==> src/rtl/serial_sub_pkg.sv <==
// Shared types and constants for the bit-serial subtractor controller.
package serial_sub_pkg;

  localparam int unsigned SUB_WIDTH_DEFAULT = 8;

  typedef enum logic [1:0] {
    StIdle,
    StShift,
    StDone
  } sub_state_t;

endpackage

==> src/rtl/full_sub_bit.sv <==
// Combinational full subtractor: x - y - bin, built from two half-subtractor stages.
module full_sub_bit (
  input  logic x,
  input  logic y,
  input  logic bin,
  output logic d,
  output logic bout
);

  logic d1, b1, b2;

  // First stage x - y, second stage subtracts the incoming borrow.
  assign d1   = x ^ y;
  assign b1   = ~x & y;
  assign d    = d1 ^ bin;
  assign b2   = ~d1 & bin;
  assign bout = b1 | b2;

endmodule

==> src/rtl/serial_sub_ctrl.sv <==
// Bit-serial a - b controller, LSB first, one bit per clock through a shared full_sub_bit.
// Optional signed-overflow output enabled by defining SERIAL_SUB_OVF_EN.
module serial_sub_ctrl
  import serial_sub_pkg::*;
#(
  parameter int unsigned WIDTH = SUB_WIDTH_DEFAULT
) (
  input  logic             clk,
  input  logic             rst_n,
  input  logic             start,
  input  logic [WIDTH-1:0] a,
  input  logic [WIDTH-1:0] b,
  output logic             busy,
  output logic             done,
  output logic [WIDTH-1:0] diff,
  output logic             borrow_out
`ifdef SERIAL_SUB_OVF_EN
  ,
  output logic             ovf
`endif
);

  localparam int unsigned CntW = $clog2(WIDTH);
  localparam logic [CntW-1:0] CntLast = CntW'(WIDTH - 1);

  sub_state_t state_q, state_d;

  logic [WIDTH-1:0] a_sh_q, a_sh_d;
  logic [WIDTH-1:0] b_sh_q, b_sh_d;
  logic [WIDTH-1:0] acc_q, acc_d;
  logic [WIDTH-1:0] diff_q, diff_d;
  logic [CntW-1:0]  cnt_q, cnt_d;
  logic             brw_q, brw_d;
  logic             bout_q, bout_d;
  logic             cell_d, cell_b;
  logic [WIDTH-1:0] acc_next;

`ifdef SERIAL_SUB_OVF_EN
  logic a_sgn_q, a_sgn_d;
  logic b_sgn_q, b_sgn_d;
  logic ovf_q, ovf_d;
`endif

  full_sub_bit u_cell (
    .x    (a_sh_q[0]),
    .y    (b_sh_q[0]),
    .bin  (brw_q),
    .d    (cell_d),
    .bout (cell_b)
  );

  assign acc_next = {cell_d, acc_q[WIDTH-1:1]};

  always_ff @(posedge clk or negedge rst_n) begin
    if (!rst_n) begin
      state_q <= StIdle;
    end else begin
      state_q <= state_d;
    end
  end

  always_comb begin
    state_d = state_q;
    unique case (state_q)
      StIdle:  if (start) state_d = StShift;
      StShift: if (cnt_q == CntLast) state_d = StDone;
      StDone:  state_d = StIdle;
      default: state_d = StIdle;
    endcase
  end

  always_comb begin
    busy = (state_q != StIdle);
    done = (state_q == StDone);
  end

  always_comb begin
    a_sh_d = a_sh_q;
    b_sh_d = b_sh_q;
    acc_d  = acc_q;
    cnt_d  = cnt_q;
    brw_d  = brw_q;
    diff_d = diff_q;
    bout_d = bout_q;
`ifdef SERIAL_SUB_OVF_EN
    a_sgn_d = a_sgn_q;
    b_sgn_d = b_sgn_q;
    ovf_d   = ovf_q;
`endif
    if (state_q == StIdle && start) begin
      a_sh_d = a;
      b_sh_d = b;
      acc_d  = '0;
      cnt_d  = '0;
      brw_d  = 1'b0;
`ifdef SERIAL_SUB_OVF_EN
      a_sgn_d = a[WIDTH-1];
      b_sgn_d = b[WIDTH-1];
`endif
    end else if (state_q == StShift) begin
      a_sh_d = a_sh_q >> 1;
      b_sh_d = b_sh_q >> 1;
      acc_d  = acc_next;
      brw_d  = cell_b;
      if (cnt_q != CntLast) begin
        cnt_d = cnt_q + 1'b1;
      end else begin
        // Last bit: publish results so they are valid for the whole DONE cycle.
        diff_d = acc_next;
        bout_d = cell_b;
`ifdef SERIAL_SUB_OVF_EN
        ovf_d = (a_sgn_q != b_sgn_q) && (acc_next[WIDTH-1] != a_sgn_q);
`endif
      end
    end
  end

  always_ff @(posedge clk or negedge rst_n) begin
    if (!rst_n) begin
      a_sh_q <= '0;
      b_sh_q <= '0;
      acc_q  <= '0;
      cnt_q  <= '0;
      brw_q  <= 1'b0;
      diff_q <= '0;
      bout_q <= 1'b0;
    end else begin
      a_sh_q <= a_sh_d;
      b_sh_q <= b_sh_d;
      acc_q  <= acc_d;
      cnt_q  <= cnt_d;
      brw_q  <= brw_d;
      diff_q <= diff_d;
      bout_q <= bout_d;
    end
  end

  assign diff       = diff_q;
  assign borrow_out = bout_q;

`ifdef SERIAL_SUB_OVF_EN
  always_ff @(posedge clk or negedge rst_n) begin
    if (!rst_n) begin
      a_sgn_q <= 1'b0;
      b_sgn_q <= 1'b0;
      ovf_q   <= 1'b0;
    end else begin
      a_sgn_q <= a_sgn_d;
      b_sgn_q <= b_sgn_d;
      ovf_q   <= ovf_d;
    end
  end

  assign ovf = ovf_q;
`endif

endmodule

==> config.mk <==
export PLATFORM = sky130hd
export DESIGN_NAME = serial_sub_ctrl
export DESIGN_NICKNAME = d
export VERILOG_FILES = /design/src/rtl/serial_sub_pkg.sv /design/src/rtl/full_sub_bit.sv /design/src/rtl/serial_sub_ctrl.sv
export SDC_FILE = /design/constraint.sdc
export NUM_CORES = 1
export LEC_CHECK = 0
export CORE_AREA = 10 10 81 83
export CTS_CLUSTER_SIZE = 16
export DETAILED_ROUTE_END_ITERATION = 8
export DIE_AREA = 0 0 91 93
export PLACE_DENSITY = 0.59
export SLEW_MARGIN = 20
export SYNTH_ARGS = -nofsm -noshare
export SYNTH_HDL_FRONTEND = slang
export SYNTH_SLANG_ARGS = --single-unit
==> constraint.sdc <==
create_clock -name clk -period 1.7 [get_ports clk]
set_clock_uncertainty 0.05 [all_clocks]
set_input_delay 0.34 -clock clk [delete_from_list [all_inputs] [get_ports clk]]
set_output_delay 0.34 -clock clk [all_outputs]
set_load 0.005 [all_outputs]
# After elaboration in Yosys (flattened, before gate mapping)
# Index checks and enable logic that the tools add are counted.
[word_totals] reg_bits=39 word_cells=46
[op_classes] n_reduce_logical=8 eq_ne=6 mux=14 bitwise_logic=9 n_addsub=1
[ops] op="$mux 8" n=6
[ops] op="$mux 3" n=3
[ops] op="$reduce_bool 2->1" n=3
[ops] op="$mux 2" n=2
[ops] op="$ne 2x2->1 const B" n=2
[ops] op="$not 1->1" n=4
[ops] op="$pmux 2 s2" n=1
[ops] op="$reduce_and 2->1" n=2
[ops] op="$add 3x1->3 const B" n=1
[ops] op="$eq 3x3->1 const B" n=1
[ops] op="$ne 3x3->1 const B" n=1
[ops] op="$reduce_and 3->1" n=1
[ops] op="$and 1x1->1" n=2
[ops] op="$eq 2x1->1 const B" n=1
[ops] op="$eq 2x2->1 const B" n=1
[ops] op="$logic_not 2->1" n=1
[ops] op="$mux 1" n=2
[ops] op="$xor 1x1->1" n=2
[ops] op="$logic_and 1x1->1" n=1
[ops] op="$or 1x1->1" n=1

# Depth between registers and ports, before layout
# Gate-level depths: netlist of run 1.
[logic_depth] depth_word=6 depth_mapped=6

# By module
# A second synthesis of run 1 with hierarchy kept.
[unflattened] hier_cells=131 area_unflattened_um2=1750.4
[by_module_without_submodules] mod="serial_sub_ctrl" n_inst=1 area_each_um2=1719.1 seq_area_each_um2=950.9 cells_per_inst=127
[by_module_without_submodules] mod="full_sub_bit" n_inst=1 area_each_um2=31.3 seq_area_each_um2=0.0 cells_per_inst=4

# Least setup slack after synthesis of run 1
# OpenSTA, ideal clock, no wires.
[synth_path] kind="flip-flop to flip-flop" from="register cnt_q[0]" to="register diff_q[1], in the netlist diff[1]" path_stages_with_launch=6 setup_ps=125 synth_period_minus_slack_ps=1554 path_buffers=1 path_slack_ps=146 required_time_ps=1525 arrival_time_ps=1379 cell_sequence="dfrtp_1 > ha_1 > ha_1 > nand3b_2 > buf_6 > mux2_4"
[synth_between] elab_chain_len=3
[synth_rtl] element="from (decl)" line="serial_sub_ctrl.sv:32" rtl="logic [CntW-1:0] cnt_q, cnt_d;"
[synth_rtl] element="from (signal assigned)" line="serial_sub_ctrl.sv:131" rtl="cnt_q <= cnt_d;"
[synth_rtl] element="$ne 3x3->1" line="serial_sub_ctrl.sv:105" rtl="if (cnt_q != CntLast) begin"
[synth_rtl] element="$not 1->1 (no line)"
[synth_rtl] element="$reduce_and 3->1 (no line)"
[synth_rtl] element="to (signal assigned)" line="serial_sub_ctrl.sv:133" rtl="diff_q <= diff_d;"
[synth_rtl] element="to (decl)" line="serial_sub_ctrl.sv:31" rtl="logic [WIDTH-1:0] diff_q, diff_d;"
# No other way between the ends.
# A chain may end at the register's enable or synchronous reset.

# Worst setup path in the final report of run 1
[layout_path] from="register state_q[1]" to="output port busy"
[layout_between] elab_chain_len=1
[layout_rtl] element="from (decl)" line="serial_sub_ctrl.sv:26" rtl="sub_state_t state_q, state_d;"
[layout_rtl] element="from (signal assigned)" line="serial_sub_ctrl.sv:56" rtl="state_q <= StIdle;"
[layout_rtl] element="from (signal assigned)" line="serial_sub_ctrl.sv:58" rtl="state_q <= state_d;"
[layout_rtl] element="$reduce_bool 2->1" line="serial_sub_ctrl.sv:73" rtl="busy = (state_q != StIdle);"
[layout_rtl] element="to (decl)" line="serial_sub_ctrl.sv:13" rtl="output logic busy,"
# No other way between the ends.

==> metrics.txt, run 1 <==
syn avg cell area 11.50 um2; Final setup viols 0; IO Port Bufs 29; Ys Warns 0; TritonCTS buffer count 5; Final Hold Viols 0; vias in the first global route 1401; leakage 0.0009679 uW; root buffer cell clkbuf_8; RSZ-0062 raised after global routing true; register area share after synthesis 55.47%; Cell variety after synth 28; Final HPWL DP 2755 um; Mapped Area 0.001714 mm2; Worst-Margin Slew 0.4752 ns; synthesized netlist cell count 149; hold buffers post-CTS 0; clk slew on worst S/H paths 0.07 ns; Total Routing Usage GR 9.834%; GRT overflow 0; clock latency on the worst-skew pair 0.29 ns; Critical Path Fanout Max 3; Pre-antenna DRT Iters 4; die area 0.008463 mm2; Site Rows 26; DRT iter0 DRCs 43; initial core utilization 34.22%; antenna-violating nets left 0; clock tree from TritonCTS done; critical path required time 1.31 ns; largest net degree at the start of global routing 39; antenna cell count 0; DR vias 1263; area grow syn2layout 25.77%; Placed Area 0.002073 mm2; Die Y-Extent 93 um; GP Congestion 0.7417; Clock power frac 15.9%; Setup crit end kind output pin; hold crit path type input pin to async pin; initial antenna violation count 0; Worst EP arrival 1.25 ns; Synth Register Bits 38; total internal power 2420 uW; DRT Wirelength 3899 um; Final Instance Area 0.002156 mm2; share of power burned in registers 43.3%; drt wl/cell 15.35 um; syn nets 171; first-pass GRT wire length 6686 um; switch share 33.78%; worst vdd ir 0.5724 mV; Core ar. 0.005010 mm2; ratio of cells with drive above 1 in the final layout 17.93%; Comb pwr share 40.8%; I/O pin cnt 30; Vias/cell 4.972; CTS max path bufs 2; power per standard cell area 1695 mW/mm2; drc violations 0; outcome finished, final reports clean; Worst Setup Path Type flip-flop to output pin; Nets 206; Relative slew margins 68.32%; Psw 1235 uW; DIE WIDTH 91 um; maxcap violations 0; setup TNS 0 ns; H-tree depth 2; Worst setup SP type flip-flop; minimum clock period 1.638 ns; clock sink count 38; Slew Limit Fails 0; crit share post-route 96.33%; Peak Freq 0.6106 GHz
-- placed cells by master (no fill, tap or decap), types with 4 or more instances in the layout --
master,instances
nor3_1,5
a21oi_1,11
o22ai_1,13
inv_1,6
mux2_4,7
nor2_1,16
o21ai_0,4
clkdlybuf4s50_1,26
clkbuf_8,5
a22o_1,7
dfrtp_1,37
nand2_1,8
nor3_2,4
buf_4,9
-- metrics by stage --
stage / power, uW / setup WS [ns] / instances / utilization, % / hold slack (ns)
6_report: 3655 / 0.06231 / 254 / 43.03 / 0.04668
5_1_grt: 3960 / -0.001385 / 254 / 43.03 / 0.08224
4_1_cts: 3699 / 0.04987 / 254 / 43.03 / 0.05733
3_5_place_dp: 3100 / -0.03132 / 246 / 41.38 / 0.3723
3_3_place_gp: 3004 / 0.03601 / 246 / 41.38 / 0.3581
2_1_floorplan: 2576 / 0.1460 / 149 / - / -0.005591
-- layout make-up --
cell class	instances	area, um2
clock buffer	7	76.32
fill	491	2854
inverter	6	22.52
multi-input combinational	95	666.9
sequential	38	952.2
tap	70	87.58
timing repair buffer	38	350.3
-- cells in the mapped netlist, drive strengths merged --
cell type / number / area share, %
nor2: 17 / 3.9
o32ai: 2 / 1.0
o21bai: 1 / 0.66
or2: 2 / 0.73
nand2b: 2 / 1.2
nand2: 8 / 1.8
nor3b: 2 / 0.88
a22oi: 2 / 0.88
buf: 10 / 4.3
nor3: 9 / 3.8
o22ai: 13 / 4.7
mux2: 8 / 6.8
nand3b: 1 / 0.66
o21ba: 1 / 0.58
ha: 2 / 1.5
a22o: 7 / 3.6
fa: 1 / 1.2
o21ai: 5 / 1.5
dfrtp: 38 / 55
a21oi: 11 / 3.2
inv: 6 / 1.3
o221ai: 1 / 0.51
-- power by group through the flow --
stage | sequential (uW) | clock (uW) | combinational [uW]
4_1_cts | 1580 | 602 | 1510
3_3_place_gp | 1580 | 0 | 1420
3_5_place_dp | 1600 | 0 | 1500
2_1_floorplan | 1530 | 0 | 1040
6_report | 1580 | 582 | 1490
5_1_grt | 1630 | 652 | 1670
-- repair_timing --
action	CTS	global route
setup buffers	1	0
gates cloned	0	0
setup endpoints to repair	2	2
gates resized for setup	3	1
-- logic make-up after synthesis --
kind of cell	synth area share, %
and+or+nand+nor	12.85
adders and majority gates	2.628
AOI/OAI and AO/OA	16.64
muxes	6.788
buffers and inverters	5.620
DFF	55.47
-- path summary, 6_finish.rpt --
| kind | start | endpoint | slack, ns | cells after the start |
|---|---|---|---|---|
| worst min-delay path | rst_n | diff[4] | 0.05 | 2 |
| min in group clk | borrow_out | borrow_out | 0.44 | 2 |
| worst max-delay path | state_q[1] | busy | 0.06 | 2 |
| worst max register to register | cnt_q[0] | diff[7] | 0.07 | 5 |
| worst min register to register | borrow_out | borrow_out | 0.44 | 2 |
| max in group asynchronous | rst_n | state_q[1] | 1.20 | 2 |
-- per-layer routing --
layer | global-route usage, % | wire, um
met5 | 0 | 0
met4 | 5.614 | 109
met3 | 5.036 | 345
met2 | 14.98 | 1693
met1 | 10.92 | 1750
-- worst max-delay path, stage by stage, from the launching register on --
cell	delay [ns]
dfrtp_2	0.42
or2_1	0.26
dlygate4sd2_1	0.28
-- flip-flops by register name, indices dropped and copies added (netlist names) --
name and count:
a_sh_q 8, b_sh_q 8, diff 8, acc_q 7, cnt_q 3, state_q 2
borrow_out 1, brw_q 1
No activity file was read; power rests on OpenSTA's default activity.
==> inputs of run 2 (changes only) <==
- REMOVE_ABC_BUFFERS: not set -> 1
- SLEW_MARGIN: 20 -> not set
==> run 2 against run 1 <==
Sequential power about the same. Critical path depth did not move. Die area unchanged. Count of clock-buffer cells in the layout did not move. Clock power fell by 1%. Setup slack better by 0.0034 ns. Cell count up 1.6%. Register-to-register slack improved by 0.06 ns. Power increased by 1.3%. Critical endpoint unchanged. Fmax increased by 0.21%.
==> metrics.txt, run 2 (same netlist as run 1, synthesis figures left out) <==
Pre-antenna DRT Iters 4 (unchanged); GP Congestion 0.7977 (+7.6%); Reg2Reg Setup Slack 0.13 ns (+0.06 ns); initial core utilization 34.22% (unchanged); Worst-Margin Slew 0.3486 ns (-0.1267 ns); die area 0.008463 mm2 (unchanged); Nets 210 (+1.9%); initial antenna violation count 0 (unchanged); Critical Path Fanout Max 3 (unchanged); clock latency on the worst-skew pair 0.29 ns (about the same); Worst Path Buf+Inv 1 (unchanged); DRT Wirelength 3866 um (-0.85%); Slew Limit Fails 0 (unchanged); Total Routing Usage GR 9.343% (-0.49 points); Final setup viols 0 (unchanged); antenna cell count 0 (unchanged); IO Port Bufs 29 (unchanged); root buffer cell clkbuf_8; critical path required time 1.31 ns (about the same); TritonCTS buffer count 5 (unchanged); clock sink count 38 (unchanged); RSZ-0062 raised after global routing false; GRT overflow 0 (unchanged); Vias/cell 4.888 (-1.7%); Worst EP arrival 1.24 ns (about the same); leakage 0.0009936 uW (+2.7%); H-tree depth 2 (unchanged); Peak Freq 0.6119 GHz (+0.21%); Worst Setup Path Type flip-flop to output pin; worst vdd ir 0.5164 mV (-9.8%); outcome finished, final reports clean; Final Hold Viols 0 (unchanged); largest net degree at the start of global routing 20 (-49%); CP cell instances or2_1, dlygate4sd2_1; Core ar. 0.005010 mm2 (unchanged); setup TNS 0 ns (unchanged); vias in the first global route 1294 (-7.6%); DIE WIDTH 91 um (unchanged); crit share post-route 96.14% (-0.20 points); drc violations 0 (unchanged); maxcap violations 0 (unchanged); drt wl/cell 14.98 um (-2.4%); minimum clock period 1.634 ns (-0.003363 ns); slowest stage cell, crit path dfrtp_1; r2r endpoint diff[0]; reg2reg start cnt_q[0]; CTS max path bufs 2 (unchanged); Setup crit end kind output pin; I/O pin cnt 30 (unchanged); Top delay family on crit path flip-flops; area grow syn2layout 29.12%; DRT iter0 DRCs 35 (-19%); commonest non-fill, non-tap cell in the layout dfrtp_1; # fillers 510 (+3.9%); R2R cell count 5 (unchanged); Final HPWL DP 2838 um (+3.0%); antenna-violating nets left 0 (unchanged); Die Y-Extent 93 um (unchanged); Finished Core Util 44.18% (+1.1 points); first-pass GRT wire length 6603 um (-1.2%); clk slew on worst S/H paths 0.07 ns (about the same); Relative slew margins 76.71% (+8.4 points); Worst setup SP type flip-flop; clock tree from TritonCTS done; commonest cells after routing, fill and taps aside dfrtp_1, clkdlybuf4s50_1, nor2_1; DR vias 1261 (-0.16%); Critical Path Max Stage Delay 0.41 ns (about the same); ratio of cells with drive above 1 in the final layout 19.15% (+1.2 points); Site Rows 26 (unchanged); power per standard cell area 1673 mW/mm2 (-1.3%); hold crit path type input pin to async pin
==> run 2: changes by cell type in the layout (fill, tap and decap cells not counted) <==
cell and change:
o21ai_1 -1, buf_4 +1, o21ai_0 +1, buf_12 +2, dlygate4sd3_1 +1
==> run 2: power breakdown <==
part | internal [uW] | switching [uW]
registers | 1310 | 264
clock network | 282 | 292
logic | 874 | 677
total | 2470 | 1230
==> run 2: worst max-delay path by stage <==
stage               cells past startpoint   endpoint        from  slack (ns)
floorplan                               4    diff[0]    cnt_q[0]        0.08
detailed placement                      4  b_sh_q[2]       start       -0.05
finish                                  2       busy  state_q[0]        0.07
CTS                                     2       busy  state_q[0]        0.05
global route                            2       busy  state_q[0]       0.004
global placement                        4  b_sh_q[3]       start        0.02
==> run 2: repair_timing <==
item | CTS | global route
endpoints found under the hold margin | 12 | 0
hold buffers | 1 | 0
gates resized for setup | 3 | 0
setup endpoints to repair | 2 | 0
setup buffers | 2 | 0
==> run 2: area by class of cell <==
type	count	area [um2]	share of cell area, %
inverters	6	22.52	1.018
multi-input cells	95	666.9	30.13
repair buffers	42	407.9	18.43
flip-flops and latches	38	952.2	43.02
clock buffers	7	76.32	3.448
well taps	70	87.58	3.957
==> run 2: per-layer routing <==
layer	vias up	share of wire, %	GRT usage (%)
li1	607	-	-
met4	0	1.3	3.133
met5	-	0	0
met2	34	44	13.66
met3	7	7.9	4.396
met1	613	47	11.87
==> run 2: metrics by stage <==
stage | total power [uW] | hold WS [ns] | cells | worst slack, ns | instance area [um2]
3_5_place_dp | 3150 | 0.2119 | 248 | -0.04750 | 2113
3_3_place_gp | 3062 | 0.2028 | 248 | 0.02287 | 2113
6_report | 3703 | 0.4350 | 258 | 0.06567 | 2213
5_1_grt | 3997 | 0.4567 | 258 | 0.004161 | 2213
4_1_cts | 3751 | 0.4402 | 258 | 0.04970 | 2213
2_1_floorplan | 2493 | -0.005591 | 139 | 0.07690 | 1640
